<file path="src/rtl/hazard_unit.sv">
// hazard_unit: pipeline hazard control for load-use stalls, slow data memory waits and taken-branch flushes.
// RUN/MEM_WAIT outputs are combinational; a sticky ERR state traps memory timeouts.
module hazard_unit #(
    parameter int TIMEOUT = 255
) (
    input  logic        clk_i,
    input  logic        rst_i,
    input  logic [6:0]  IFID_opcode_i,
    input  logic [4:0]  IFID_RS1addr_i,
    input  logic [4:0]  IFID_RS2addr_i,
    input  logic        IDEX_MemRead_i,
    input  logic [4:0]  IDEX_RDaddr_i,
    input  logic        Branch_taken_i,
    input  logic        mem_req_i,
    input  logic        mem_ack_i,
    output logic        Noop_o,
    output logic        PCWrite_o,
    output logic        IFIDWrite_o,
    output logic        IFIDFlush_o,
    output logic        PipeStall_o,
    output logic        err_o,
    output logic [15:0] stall_cnt_o,
    output logic [15:0] flush_cnt_o
);
    typedef enum logic [1:0] {HALT, RUN, MEM_WAIT, ERR} state_t;
    state_t     state;
    logic [7:0] wait_cnt;
    logic       use_rs1, use_rs2, lu, mm, active;
    always_comb begin
        use_rs2     = IFID_opcode_i == 7'b0110011 || IFID_opcode_i == 7'b0100011 || IFID_opcode_i == 7'b1100011;
        use_rs1     = use_rs2 || IFID_opcode_i == 7'b0010011 || IFID_opcode_i == 7'b0000011;
        lu          = IDEX_MemRead_i && IDEX_RDaddr_i != 5'd0 &&
                      ((use_rs1 && IDEX_RDaddr_i == IFID_RS1addr_i) || (use_rs2 && IDEX_RDaddr_i == IFID_RS2addr_i));
        mm          = mem_req_i && !mem_ack_i;
        // The ack cycle of a memory wait behaves like a normal RUN cycle without a miss
        active      = (state == RUN && !mm) || (state == MEM_WAIT && mem_ack_i);
        Noop_o      = state == HALT || state == ERR || (active && lu);
        PCWrite_o   = active && !lu;
        IFIDWrite_o = active && !lu;
        IFIDFlush_o = active && !lu && Branch_taken_i;
        PipeStall_o = (state == RUN && mm) || (state == MEM_WAIT && !mem_ack_i) || state == ERR;
        err_o       = state == ERR;
    end
    always_ff @(posedge clk_i or posedge rst_i) begin
        if (rst_i) begin
            state       <= HALT;
            wait_cnt    <= 8'd0;
            stall_cnt_o <= 16'd0;
            flush_cnt_o <= 16'd0;
        end else begin
            case (state)
                HALT: state <= RUN;
                RUN: if (mm) begin
                    state    <= MEM_WAIT;
                    wait_cnt <= 8'd0;
                end
                MEM_WAIT: if (mem_ack_i) state <= RUN;
                else if (wait_cnt == 8'(TIMEOUT - 1)) state <= ERR;
                else wait_cnt <= wait_cnt + 8'd1;
                ERR: state <= ERR;
            endcase
            if (!PCWrite_o && state != HALT && stall_cnt_o != 16'hFFFF) stall_cnt_o <= stall_cnt_o + 16'd1;
            if (IFIDFlush_o && flush_cnt_o != 16'hFFFF) flush_cnt_o <= flush_cnt_o + 16'd1;
        end
    end
endmodule

</file>
<file path="config.mk">
export PLATFORM = sky130hd
export DESIGN_NAME = hazard_unit
export DESIGN_NICKNAME = d
export VERILOG_FILES = /design/src/rtl/hazard_unit.sv
export SDC_FILE = /design/constraint.sdc
export NUM_CORES = 1
export LEC_CHECK = 0
export ABC_AREA = 1
export CAP_MARGIN = 30
export CORE_MARGIN = 10
export CORE_UTILIZATION = 40
export CTS_BUF_LIST = sky130_fd_sc_hd__clkbuf_8
export CTS_CLUSTER_DIAMETER = 40
export DETAILED_ROUTE_END_ITERATION = 8
export PLACE_DENSITY = 0.76
export REMOVE_ABC_BUFFERS = 1
export SETUP_SLACK_MARGIN = 0.4
export SYNTH_ARGS = -nofsm -noshare
export SYNTH_HDL_FRONTEND = slang
export SYNTH_SLANG_ARGS = --single-unit
</file>
<file path="constraint.sdc">
create_clock -name clk_i -period 4.2 [get_ports clk_i]
set_input_delay 1.05 -clock clk_i [delete_from_list [all_inputs] [get_ports clk_i]]
set_output_delay 1.05 -clock clk_i [all_outputs]
set_load 0.05 [all_outputs]
</file>
* Word level (Yosys, flattened, before mapping) *
Cells that the tools add are included.

storage, ports and cells
  word-level logic and storage cells = 67
  register bits after elaboration = 42
  input bits = 28

operators by class
  add/sub/neg operators = 3
  mux-type cells = 8
  equality and inequality tests = 17
  reductions and logical operators = 35

operator list
  operator               number
  $add 16x1->16 const B  2
  $ne 16x16->1 const B   2
  $mux 8                 3
  $pmux 8 s2             1
  $logic_and 1x1->1      15
  $eq 7x6->1 const B     2
  $eq 5x5->1             2
  $logic_or 1x1->1       10
  $add 8x1->8 const B    1
  $eq 8x8->1 const B     1
  $pmux 2 s4             1
  $eq 7x2->1 const B     1
  $eq 7x5->1 const B     1
  $eq 7x7->1 const B     1
  $mux 2                 3
  $ne 2x2->1 const B     3
  $reduce_bool 5->1      1
  $eq 2x2->1 const B     2
  $logic_not 1->1        4
  $reduce_and 4->1       1
  $reduce_bool 2->1      2
  $ne 3x2->1 const B     1
  $eq 2x1->1 const B     1
  $logic_not 2->1        1
  $reduce_and 2->1       1

* Longest topological paths before layout *
  depth in word-level cells = 13
  gate-level depth with buffers = 12
  depth with buffers taken out = 11

* Worst setup path before layout *
Ideal clock, no wire load.

  kind = input to output
  from = input IFID_opcode_i[3]
  to = output Noop_o
  setup slack = 404 ps
  cell stages on the path = 5
  arrival = 2746 ps
  required time = 3150 ps
  buffers on the path = 0
  cells stage by stage = nor3b_1 nand3_1 nor2_2 nand2_2 o21ai_0

on the way
  word-level cells in the longest chain between the ends = 10

RTL lines
  item                            RTL line  RTL
  from (decl)                     8         input logic [6:0] IFID_opcode_i,
  $eq 7x6->1                      30        use_rs2 = IFID_opcode_i == 7'b0110011 || IFID_opcode_i == 7'b0100011 || IFID_opcode_i == 7'b1100011;
  $logic_or 1x1->1 (2 in series)  30
  $logic_or 1x1->1 (2 in series)  31        use_rs1 = use_rs2 || IFID_opcode_i == 7'b0010011 || IFID_opcode_i == 7'b0000011;
  $logic_and 1x1->1               33        ((use_rs1 && IDEX_RDaddr_i == IFID_RS1addr_i) || (use_rs2 && IDEX_RDaddr_i == IFID_RS2addr_i));
  $logic_or 1x1->1 (*)            33
  $logic_and 1x1->1 (*)           32        lu = IDEX_MemRead_i && IDEX_RDaddr_i != 5'd0 &&
  $logic_and 1x1->1 (*)           37        Noop_o = state == HALT || state == ERR || (active && lu);
  $logic_or 1x1->1 (*)            37
  to (decl)                       16        output logic Noop_o,

Mark *: on every way between the ends. The rest lies on a longest branch, timed or not.

* Final worst setup path *
  from = input mem_ack_i
  to = output PipeStall_o

on the way
  word-level cells in the longest chain between the ends = 5

RTL lines
  item                                RTL line  RTL
  from (decl)                         15        input logic mem_ack_i,
  $logic_not 1->1 (*)                 34, 41
  $logic_and 1x1->1                   34        mm = mem_req_i && !mem_ack_i;
  $logic_and 1x1->1                   41        PipeStall_o = (state == RUN && mm) || (state == MEM_WAIT && !mem_ack_i) || state == ERR;
  $logic_or 1x1->1 (*) (2 in series)  41
  to (decl)                           20        output logic PipeStall_o,

Marked as above.

==> run metrics <==
outcome completed; Max Fanout on Critical Path 3; Yosys warnings 0; Setup crit start mem_ack_i; Hold Violations, Final 0; number of vias after detailed routing 2805; areal power density over the cells 490 nW/um^2; achievable clock frequency 269 MHz; TritonCTS clock tree yes; total placed cells including tap cells 564; worst setup slack for register-to-register paths 2.19 ns; buffers added on ports 65; overflow left after global routing 0; crit share post-route 0.886; relative area change from synthesis to final layout 29.7%; horizontal extent of the die 106 um; Slew @ Worst Pin 0.764 ns; shortest clock period the worst path allows after layout 3.72 ns; via density per instance 4.90; register area share after synthesis 0.358; origin of the critical flop-to-flop path stall_cnt_o[0]$_DFFE_PP0P_; final-report max-slew violation count 0; post-detailed-route DRC marker count 0; number of clock sinks seen by CTS 42; start-to-end type of the worst setup path in2out; number of CTS-inserted buffers 5; placer's final routability congestion estimate 0.828; Post-Syn Area per Cell 7.22 sq um; hpwl dp 5.72 mm; cell area after technology mapping 2940 sq um; post-CTS repair timing setup buffer count 0; routed length per placed instance 13.2 um; Root Buffer Master sky130_fd_sc_hd__clkbuf_8; leading cell types by total area after synthesis sky130_fd_sc_hd__dfrtp_1 (36%), sky130_fd_sc_hd__nand2_1 (18%), sky130_fd_sc_hd__nand3_1 (5.1%); Pleak 1.76 nW; Post-synth EDFFs 0; max cap viols 0; Detailed Routing Iterations Pass 1 4; depth of the most critical reg-to-reg path 7; hold wc startpoint flush_cnt_o[15]$_DFFE_PP0P_; setup_tns 0 ns; share of post-route cells with drive strength above 1 0.0867; FP Rows 31; number of nets still failing antenna checks after routing 0; largest net degree at the start of global routing 43; clock-pin slew of the registers on the worst-case setup and hold paths 0.08 ns; IO Count 66; count of cells along the worst hold path 2; IR Drop Worst-Case VDD 283 uV; largest area contributor in the netlist sky130_fd_sc_hd__dfrtp_1; unrepaired setup endpoints after global routing no; clock latency on the worst-skew pair 0.29 ns; overall track demand over capacity in global routing 0.136; maximum clock insertion buffer count 2; Net count, final 509; predominant post-synthesis flop cell sky130_fd_sc_hd__dfrtp_1; end point of the most critical hold path flush_cnt_o[15]$_DFFE_PP0P_; worst clock skew 0.00691 ns; number of instances in the synthesized netlist 407; Die H 106 um; via count of the first global-routing pass 2717; count of distinct cell types in the synthesized netlist 39; endpoint arrival time on the critical path 2.67 ns; first-pass GRT wire length 13.0 mm; element type at the critical path start primary input; number of synthesized register bits 42; First DRT Iteration DRCs 132; ant diodes 0; # resized after CTS 0; number of levels in the clock H-tree 2; remaining max-slew budget at the tightest pin 0.489; final non-filler cell total 572; die area 11200 sq um; Critical Path End Type primary output; area of the placeable core 7210 sq um; top-area cell type share of the netlist area 0.358; number of buffers added to fix hold violations after cts 0; antenna violations before repair 0; Async SR Flop Fraction 1.00; routed wire length 7.55 mm; reg-to-reg endpoint stall_cnt_o[2]$_DFFE_PP0P_; Worst Hold Class reg2reg; Data required, critical path 3.15 ns; Starting Density 0.407; count of endpoints failing setup in the final report 0
flip-flops by register name (all words and copies together) (netlist names):
signal	flops
wait_cnt	8
flush_cnt_o	16
state	2
stall_cnt_o	16
per-layer routing:
metal | part of all wire | track usage | up-vias
li1 | - | - | 1446
met1 | 0.44 | 0.160 | 1291
met2 | 0.50 | 0.242 | 64
met3 | 0.053 | 0.0323 | 4
met4 | 0.0083 | 0.0348 | 0
met5 | 0 | 0 | -
cell usage in the layout, fill, tap and decap left out, types with 9 or more instances in the layout:
cell / netlist / routed
sky130_fd_sc_hd__dfrtp_1: 42 / 42
sky130_fd_sc_hd__nor3_1: 13 / 13
sky130_fd_sc_hd__inv_1: 32 / 33
sky130_fd_sc_hd__ha_1: 9 / 9
sky130_fd_sc_hd__nand2_1: 141 / 141
sky130_fd_sc_hd__xor2_1: 15 / 15
sky130_fd_sc_hd__o21ai_1: 10 / 11
sky130_fd_sc_hd__nand3_1: 30 / 30
sky130_fd_sc_hd__nor2_1: 31 / 30
sky130_fd_sc_hd__clkdlybuf4s50_1: 0 / 61
sky130_fd_sc_hd__xnor2_1: 15 / 15
sky130_fd_sc_hd__nand4_1: 20 / 20
critical path, stage by stage:
cell                              delay, ns
sky130_fd_sc_hd__clkdlybuf4s50_1       0.47
sky130_fd_sc_hd__nor2_1                0.20
sky130_fd_sc_hd__a311o_1               0.14
sky130_fd_sc_hd__clkdlybuf4s50_1       0.80
cells in the mapped netlist (2+ instances only):
master and count:
sky130_fd_sc_hd__clkbuf_1 2, sky130_fd_sc_hd__a21oi_1 2, sky130_fd_sc_hd__nor3_1 13, sky130_fd_sc_hd__nand4_1 20
sky130_fd_sc_hd__nand4_4 2, sky130_fd_sc_hd__nor2_2 2, sky130_fd_sc_hd__ha_1 9, sky130_fd_sc_hd__nand2_1 141
sky130_fd_sc_hd__nor2_1 31, sky130_fd_sc_hd__nand3_1 30, sky130_fd_sc_hd__inv_2 8, sky130_fd_sc_hd__nand2_2 3
sky130_fd_sc_hd__buf_2 4, sky130_fd_sc_hd__nand3b_1 2, sky130_fd_sc_hd__buf_4 2, sky130_fd_sc_hd__xor2_1 15
sky130_fd_sc_hd__xnor2_1 15, sky130_fd_sc_hd__o21ai_0 2, sky130_fd_sc_hd__inv_1 32, sky130_fd_sc_hd__o21ai_1 10
sky130_fd_sc_hd__or2_2 2, sky130_fd_sc_hd__dfrtp_1 42, sky130_fd_sc_hd__nand2_4 2
kinds of logic (layout without fill, tap and decap cells):
kind of cell / Yosys count / in the layout / share of synthesized area
AOI/OAI and AO/OA: 21 / 21 / 0.0477
buffers and inverters: 51 / 117 / 0.0719
and+or+nand+nor: 254 / 254 / 0.395
xor gates and xnor gates: 30 / 30 / 0.0894
adders and majority gates: 9 / 9 / 0.0383
DFF: 42 / 42 / 0.358
power breakdown:
part	switching [W]	internal [W]
Combinational	0.000682	0.000364
Sequential	0.0000833	0.000467
Clock	0.000141	0.000130
how the worst max path moves through the flow:
stage / end / slack [ns]
floorplan: Noop_o / 0.40
finish: PipeStall_o / 0.48
detailed placement: Noop_o / 0.41
global route: IFIDFlush_o / 0.41
CTS: Noop_o / 0.41
global placement: Noop_o / 0.46
stage by stage:
stage	area, sq um	utilization	setup slack [ns]	hold slack, ns	total power [W]
floorplan	2880	-	0.404	0.490	0.00122
global placement	3720	0.515	0.457	0.512	0.00159
detailed placement	3720	0.515	0.410	0.521	0.00161
CTS	3810	0.528	0.410	0.545	0.00189
global route	3810	0.528	0.412	0.570	0.00200
finish	3810	0.528	0.480	0.541	0.00187
area by class of cell:
class	count	area, sq um
Multi-Input combinational cell	314	1680
Sequential cell	42	1050
Clock inverter	2	8.76
Inverter	41	154
Fill cell	715	3400
Timing Repair Buffer	68	713
Tap cell	99	124
Clock buffer	6	82.6
Power figures use the tool's default switching activity.
==> variant 1, RTL diff (same flow settings) <==
Put a register stage on the output `err_o`, with the module's reset. The value now appears one clock later. The other outputs are not delayed to match.
--- a/src/rtl/hazard_unit.sv
+++ b/src/rtl/hazard_unit.sv
@@ -23,6 +23,8 @@
     output logic [15:0] flush_cnt_o
 );
     typedef enum logic [1:0] {HALT, RUN, MEM_WAIT, ERR} state_t;
+
+    logic err_d;
     state_t     state;
     logic [7:0] wait_cnt;
     logic       use_rs1, use_rs2, lu, mm, active;
@@ -39,7 +41,7 @@
         IFIDWrite_o = active && !lu;
         IFIDFlush_o = active && !lu && Branch_taken_i;
         PipeStall_o = (state == RUN && mm) || (state == MEM_WAIT && !mem_ack_i) || state == ERR;
-        err_o       = state == ERR;
+        err_d       = state == ERR;
     end
     always_ff @(posedge clk_i or posedge rst_i) begin
         if (rst_i) begin
@@ -63,5 +65,13 @@
             if (IFIDFlush_o && flush_cnt_o != 16'hFFFF) flush_cnt_o <= flush_cnt_o + 16'd1;
         end
     end
+    always_ff @(posedge clk_i or posedge rst_i) begin
+        if (rst_i) begin
+            err_o <= '0;
+        end else begin
+            err_o <= err_d;
+        end
+    end
+
 endmodule
 
Behaviour: no difference found for any inputs over 10 cycles, from zero or initial values and one cycle with rst_i high; that may be too few to reach the edited logic, so the function may still have changed.
==> variant 1 against the original RTL <==
  * Fmax up 2.2%
  * Sequential cell count up 1
  * Final area grew 0.92%
  * Area after synthesis is 0.81% higher
  * Wire length up 1.0%
  * Clock power up 3%
  * First-iteration DRC count decreased by 30%
  * Cell count grew 2.1%
  * Setup slack better by 0.079 ns
  * Power increased by 0.75%
  * Critical endpoint is now IFIDFlush_o
  * Largest cell class unchanged
==> variant 1: results (changes against the original RTL) <==
stage;metric;value;unit;change
run_status;run status;finished, final reports clean;;unchanged
setup_path;slowest stage delay, CP;0.50;ns;was 0.80 ns
synth;sequential fraction of the synthesis area;36.3;%;was 35.8%
routing;routed wire length;7630;um;was 7550 um
setup_path;Arr. time, crit path;2.59;ns;was 2.67 ns
global_route;Total GRT Usage;13.8;%;was 13.6%
setup_path;Max FO, Critical Path;14;;was 3
timing;skew final;0.0139;ns;was 0.00691 ns
global_route;global-route wire length before repair;13100;um;was 13,000 um
routing;metal3 WL;457;um;was 397 um
cells_and_area;fin cells;584;;was 572
setup_path;Worst R2R Start;state[0]$_DFFE_PP0P_;;was stall_cnt_o[0]$_DFFE_PP0P_
cells_and_area;Layout Nets;521;;was 509
routing;via count;2842;;was 2,805
global_route;pin count of the biggest net entering global routing;25;;was 43
setup_path;RR Endpoint;stall_cnt_o[14]$_DFFE_PP0P_;;was stall_cnt_o[2]$_DFFE_PP0P_
setup_path;R2R Setup Slk;1.87;ns;was 2.19 ns
routing;M1 wire length;3150;um;was 3340 um
synth;mux share of post-synthesis cell area;0;%;unchanged
synth;compound-gate portion of the synthesized area;4.18;%;was 4.77%
global_route;met2 Usage GRT;24.3;%;was 24.2%
placement;routability cong.;0.842;;was 0.828
global_route;GRT met1 Usage;14.6;%;was 16.0%
routing;DRT iter0 DRCs;92;;was 132
synth;adder-cell share of the synthesized area;3.80;%;was 3.83%
routing;met2 wire len;3840;um;was 3750 um
clocking;clk_lat worst skew;0.31;ns;was 0.29 ns
global_route;met3 usage;4.29;%;was 3.23%
timing;slew margin rel.;40.0;%;was 48.9%
synth;top cells by count, synth;nand2_1 (145), inv_1 (46), dfrtp_1 (43);;was nand2_1 (141), dfrtp_1 (42), inv_1 (32)
placement;post-DP HPWL;6010;um;was 5720 um
cells_and_area;layout cells sized above 1;5.57;%;was 8.67%
synth;Yosys cell types;28;;was 39
setup_path;Critical Path Sink;IFIDFlush_o;;was PipeStall_o
clocking;post_cts resized;0;;unchanged
global_route;number of global-route vias before repair;2933;;was 2,717
power;Static Leak;1.81;nW;was 1.76 nW
clocking;clock tree buffer depth;2;;unchanged
synth;XOR/XNOR share of the synthesized area;8.87;%;was 8.94%
synth;Synth area leaders;dfrtp_1 (36%), nand2_1 (18%), nand3_1 (6.3%), inv_1 (5.8%), xor2_1 (5.0%);;was dfrtp_1 (36%), nand2_1 (18%), nand3_1 (5.1%), xnor2_1 (4.5%), xor2_1 (4.5%)
power;VDD IR max;0.000346;V;was 0.000283 V
variant 1: per-stage QoR:
stage                     power [W]  hold slack, ns  instance area [um^2]  utilization, %  setup WS, ns
after global placement      0.00159           0.498                  3750            52.0         0.511
final                       0.00188           0.520                  3850            53.3         0.559
after CTS                   0.00189           0.525                  3840            53.3         0.481
after detailed placement    0.00162           0.506                  3750            52.0         0.481
after global routing        0.00202           0.540                  3850            53.3         0.399
after floorplan             0.00121           0.490                  2900               -         0.439
variant 1: power by group:
part           switching [W]  internal, W
Clock               0.000159     0.000119
Sequential         0.0000866     0.000481
Combinational       0.000677     0.000360
variant 1: layout make-up:
cell class / instances / area [um^2]
Inverter: 46 / 173
Multi-Input combinational cell: 318 / 1650
Tap cell: 99 / 124
Clock buffer: 5 / 68.8
Clock inverter: 3 / 25.0
Timing Repair Buffer: 70 / 728
Sequential cell: 43 / 1080
Fill cell: 707 / 3370
variant 1: how the worst min path moves through the flow:
stage,from,depth (start not counted),endpoint,slack (ns)
floorplan,wait_cnt[4]$_DFFE_PP0P_,2,wait_cnt[4]$_DFFE_PP0P_,0.49
global placement,flush_cnt_o[14]$_DFFE_PP0P_,2,flush_cnt_o[14]$_DFFE_PP0P_,0.50
detailed placement,stall_cnt_o[8]$_DFFE_PP0P_,2,stall_cnt_o[8]$_DFFE_PP0P_,0.51
CTS,flush_cnt_o[14]$_DFFE_PP0P_,2,flush_cnt_o[14]$_DFFE_PP0P_,0.52
global route,stall_cnt_o[8]$_DFFE_PP0P_,2,stall_cnt_o[8]$_DFFE_PP0P_,0.54
finish,flush_cnt_o[14]$_DFFE_PP0P_,2,flush_cnt_o[14]$_DFFE_PP0P_,0.52
==> variant 2, RTL diff (config.mk and constraints unchanged) <==
Without the edit above. Set the parameter `TIMEOUT` to 127 (it was 255).
--- a/src/rtl/hazard_unit.sv
+++ b/src/rtl/hazard_unit.sv
@@ -1,7 +1,7 @@
 // hazard_unit: pipeline hazard control for load-use stalls, slow data memory waits and taken-branch flushes.
 // RUN/MEM_WAIT outputs are combinational; a sticky ERR state traps memory timeouts.
 module hazard_unit #(
-    parameter int TIMEOUT = 255
+    parameter int TIMEOUT = 127
 ) (
     input  logic        clk_i,
     input  logic        rst_i,
Check against the original RTL: same outputs for any inputs over 10 cycles, from zero or initial values and one cycle with rst_i high; that may be too few to reach the edited logic, so the function may still have changed.
==> variant 2 against the original RTL <==
  * Area after synthesis down 0.26%
  * Largest cell class unchanged
  * Sequential cell count unchanged
  * Critical path type unchanged
  * Clock skew up 0.0046 ns
  * Wire length up 0.23%
  * Global-route usage down 0.22 points
  * Setup slack better by 0.10 ns
  * Hold slack worse by 0.031 ns
  * Count of clock-buffer cells in the layout down 1
  * Synthesized cell count up 1.2%
  * Core utilization up 0.18 points
  * Critical endpoint is now IFIDFlush_o
  * Final area down 0.20%
  * Power down 0.48%
==> variant 2: results (changes against the original RTL) <==
stage;metric;value;unit;change
run_status;run status;finished, final reports clean;;unchanged
timing;actual slew at the worst max-slew pin;0.782;ns;was 0.764 ns
routing;M1 wire length;3230;um;was 3340 um
setup_path;Worst R2R Start;state[0]$_DFFE_PP0P_;;was stall_cnt_o[0]$_DFFE_PP0P_
setup_path;Max FO, Critical Path;4;;was 3
routing;wire per inst;13.1;um;was 13.2 um
routing;met2 wire len;3720;um;was 3750 um
setup_path;R2R Setup Slk;1.95;ns;was 2.19 ns
timing;skew final;0.0115;ns;was 0.00691 ns
power;Power Density;489;nW/um^2;was 490 nW/um^2
power;VDD IR max;0.000353;V;was 0.000283 V
placement;routability cong.;0.901;;was 0.828
cells_and_area;Largest regs;flush_cnt_o (16), stall_cnt_o (16), wait_cnt (8);;unchanged
setup_path;cells on worst reg2reg path;9;;was 7
cells_and_area;number of non-clock inverters in the layout;43;;was 41
synth;sequential fraction of the synthesis area;35.9;%;was 35.8%
cells_and_area;clock buffers;5;;was 6
job;max-capacitance violation count;0;;unchanged
cells_and_area;# fillers;677;;was 715
power;Static Leak;1.76;nW;about the same
synth;Synth area leaders;dfrtp_1 (36%), nand2_1 (18%), nand3_1 (5.5%), inv_1 (4.6%), xnor2_1 (4.5%);;was dfrtp_1 (36%), nand2_1 (18%), nand3_1 (5.1%), xnor2_1 (4.5%), xor2_1 (4.5%)
cells_and_area;Layout Nets;514;;was 509
routing;DRT iter0 DRCs;122;;was 132
cells_and_area;multi-input gate count;316;;was 314
cells_and_area;NonClk Buf Share;18.9;%;was 18.7%
synth;syn avg cell area;7.12;um^2;was 7.22 um^2
cells_and_area;layout cells sized above 1;8.37;%;was 8.67%
routing;via density per instance;4.87;;was 4.90
global_route;Total GRT Usage;13.4;%;was 13.6%
placement;post-DP HPWL;5740;um;was 5720 um
worst_hold_path;HP Start;wait_cnt[7]$_DFFE_PP0P_;;was flush_cnt_o[15]$_DFFE_PP0P_
synth;Yosys cell types;34;;was 39
cells_and_area;fin cells;577;;was 572
global_route;global-route wire length before repair;12800;um;was 13,000 um
synth;top cells by count, synth;nand2_1 (144), dfrtp_1 (42), inv_1 (36);;was nand2_1 (141), dfrtp_1 (42), inv_1 (32)
power;Switch Pwr;0.000914;W;was 0.000906 W
cells_and_area;multi-input combinational area share;43.5;%;was 44.0%
worst_hold_path;Hold EP;wait_cnt[7]$_DFFE_PP0P_;;was flush_cnt_o[15]$_DFFE_PP0P_
cells_and_area;clk tree area frac;2.43;%;was 2.40%
## variant 2: per-layer routing
layer / global-route usage [%] / up-vias
li1: - / 1452
met3: 4.51 / 8
met5: 0 / -
met4: 3.00 / 0
met1: 16.2 / 1289
met2: 22.5 / 63
## variant 2: timing repair
action                                  in CTS  in global routing
gates resized for setup                      0                  1
hold buffers                                 0                  0
endpoints found under the setup margin       0                  1
## variant 2: worst max-delay path: stages
cell and delay, ns:
clkdlybuf4s50_1 0.49, inv_2 0.06, a21oi_1 0.21, a21oi_1 0.14, inv_1 0.18, nand2_2 0.09, nor2_1 0.18, buf_12 0.17
## variant 2: cells by family (layout without fill, tap and decap cells)
logic type | count (synthesis) | count (layout) | share of synthesized area (%)
AO/OA/AOI/OAI | 22 | 22 | 4.40
XOR/XNOR | 29 | 29 | 8.66
adder cells (fa/ha/maj) | 9 | 9 | 3.84
buffers and inverters | 54 | 120 | 7.68
flip-flops | 42 | 42 | 35.9
AND/OR/NAND/NOR | 256 | 256 | 39.6
## variant 2: worst max path at each step
stage / start / end / slack, ns / cells after the start
final: mem_ack_i / IFIDFlush_o / 0.58 / 8
after global routing: mem_ack_i / IFIDFlush_o / 0.44 / 8
after CTS: IDEX_RDaddr_i[1] / Noop_o / 0.50 / 10
after detailed placement: IDEX_RDaddr_i[1] / Noop_o / 0.50 / 10
after global placement: IFID_opcode_i[1] / Noop_o / 0.56 / 7
after floorplan: IFID_opcode_i[3] / Noop_o / 0.44 / 5
## variant 2: through the flow
step,worst slack [ns],hold WS (ns),total power [W],utilization (%)
6_report,0.582,0.511,0.00186,53.0
5_1_grt,0.440,0.553,0.00198,53.0
4_1_cts,0.499,0.515,0.00188,53.0
3_5_place_dp,0.500,0.492,0.00160,51.7
3_3_place_gp,0.555,0.478,0.00158,51.7
2_1_floorplan,0.439,0.459,0.00120,-
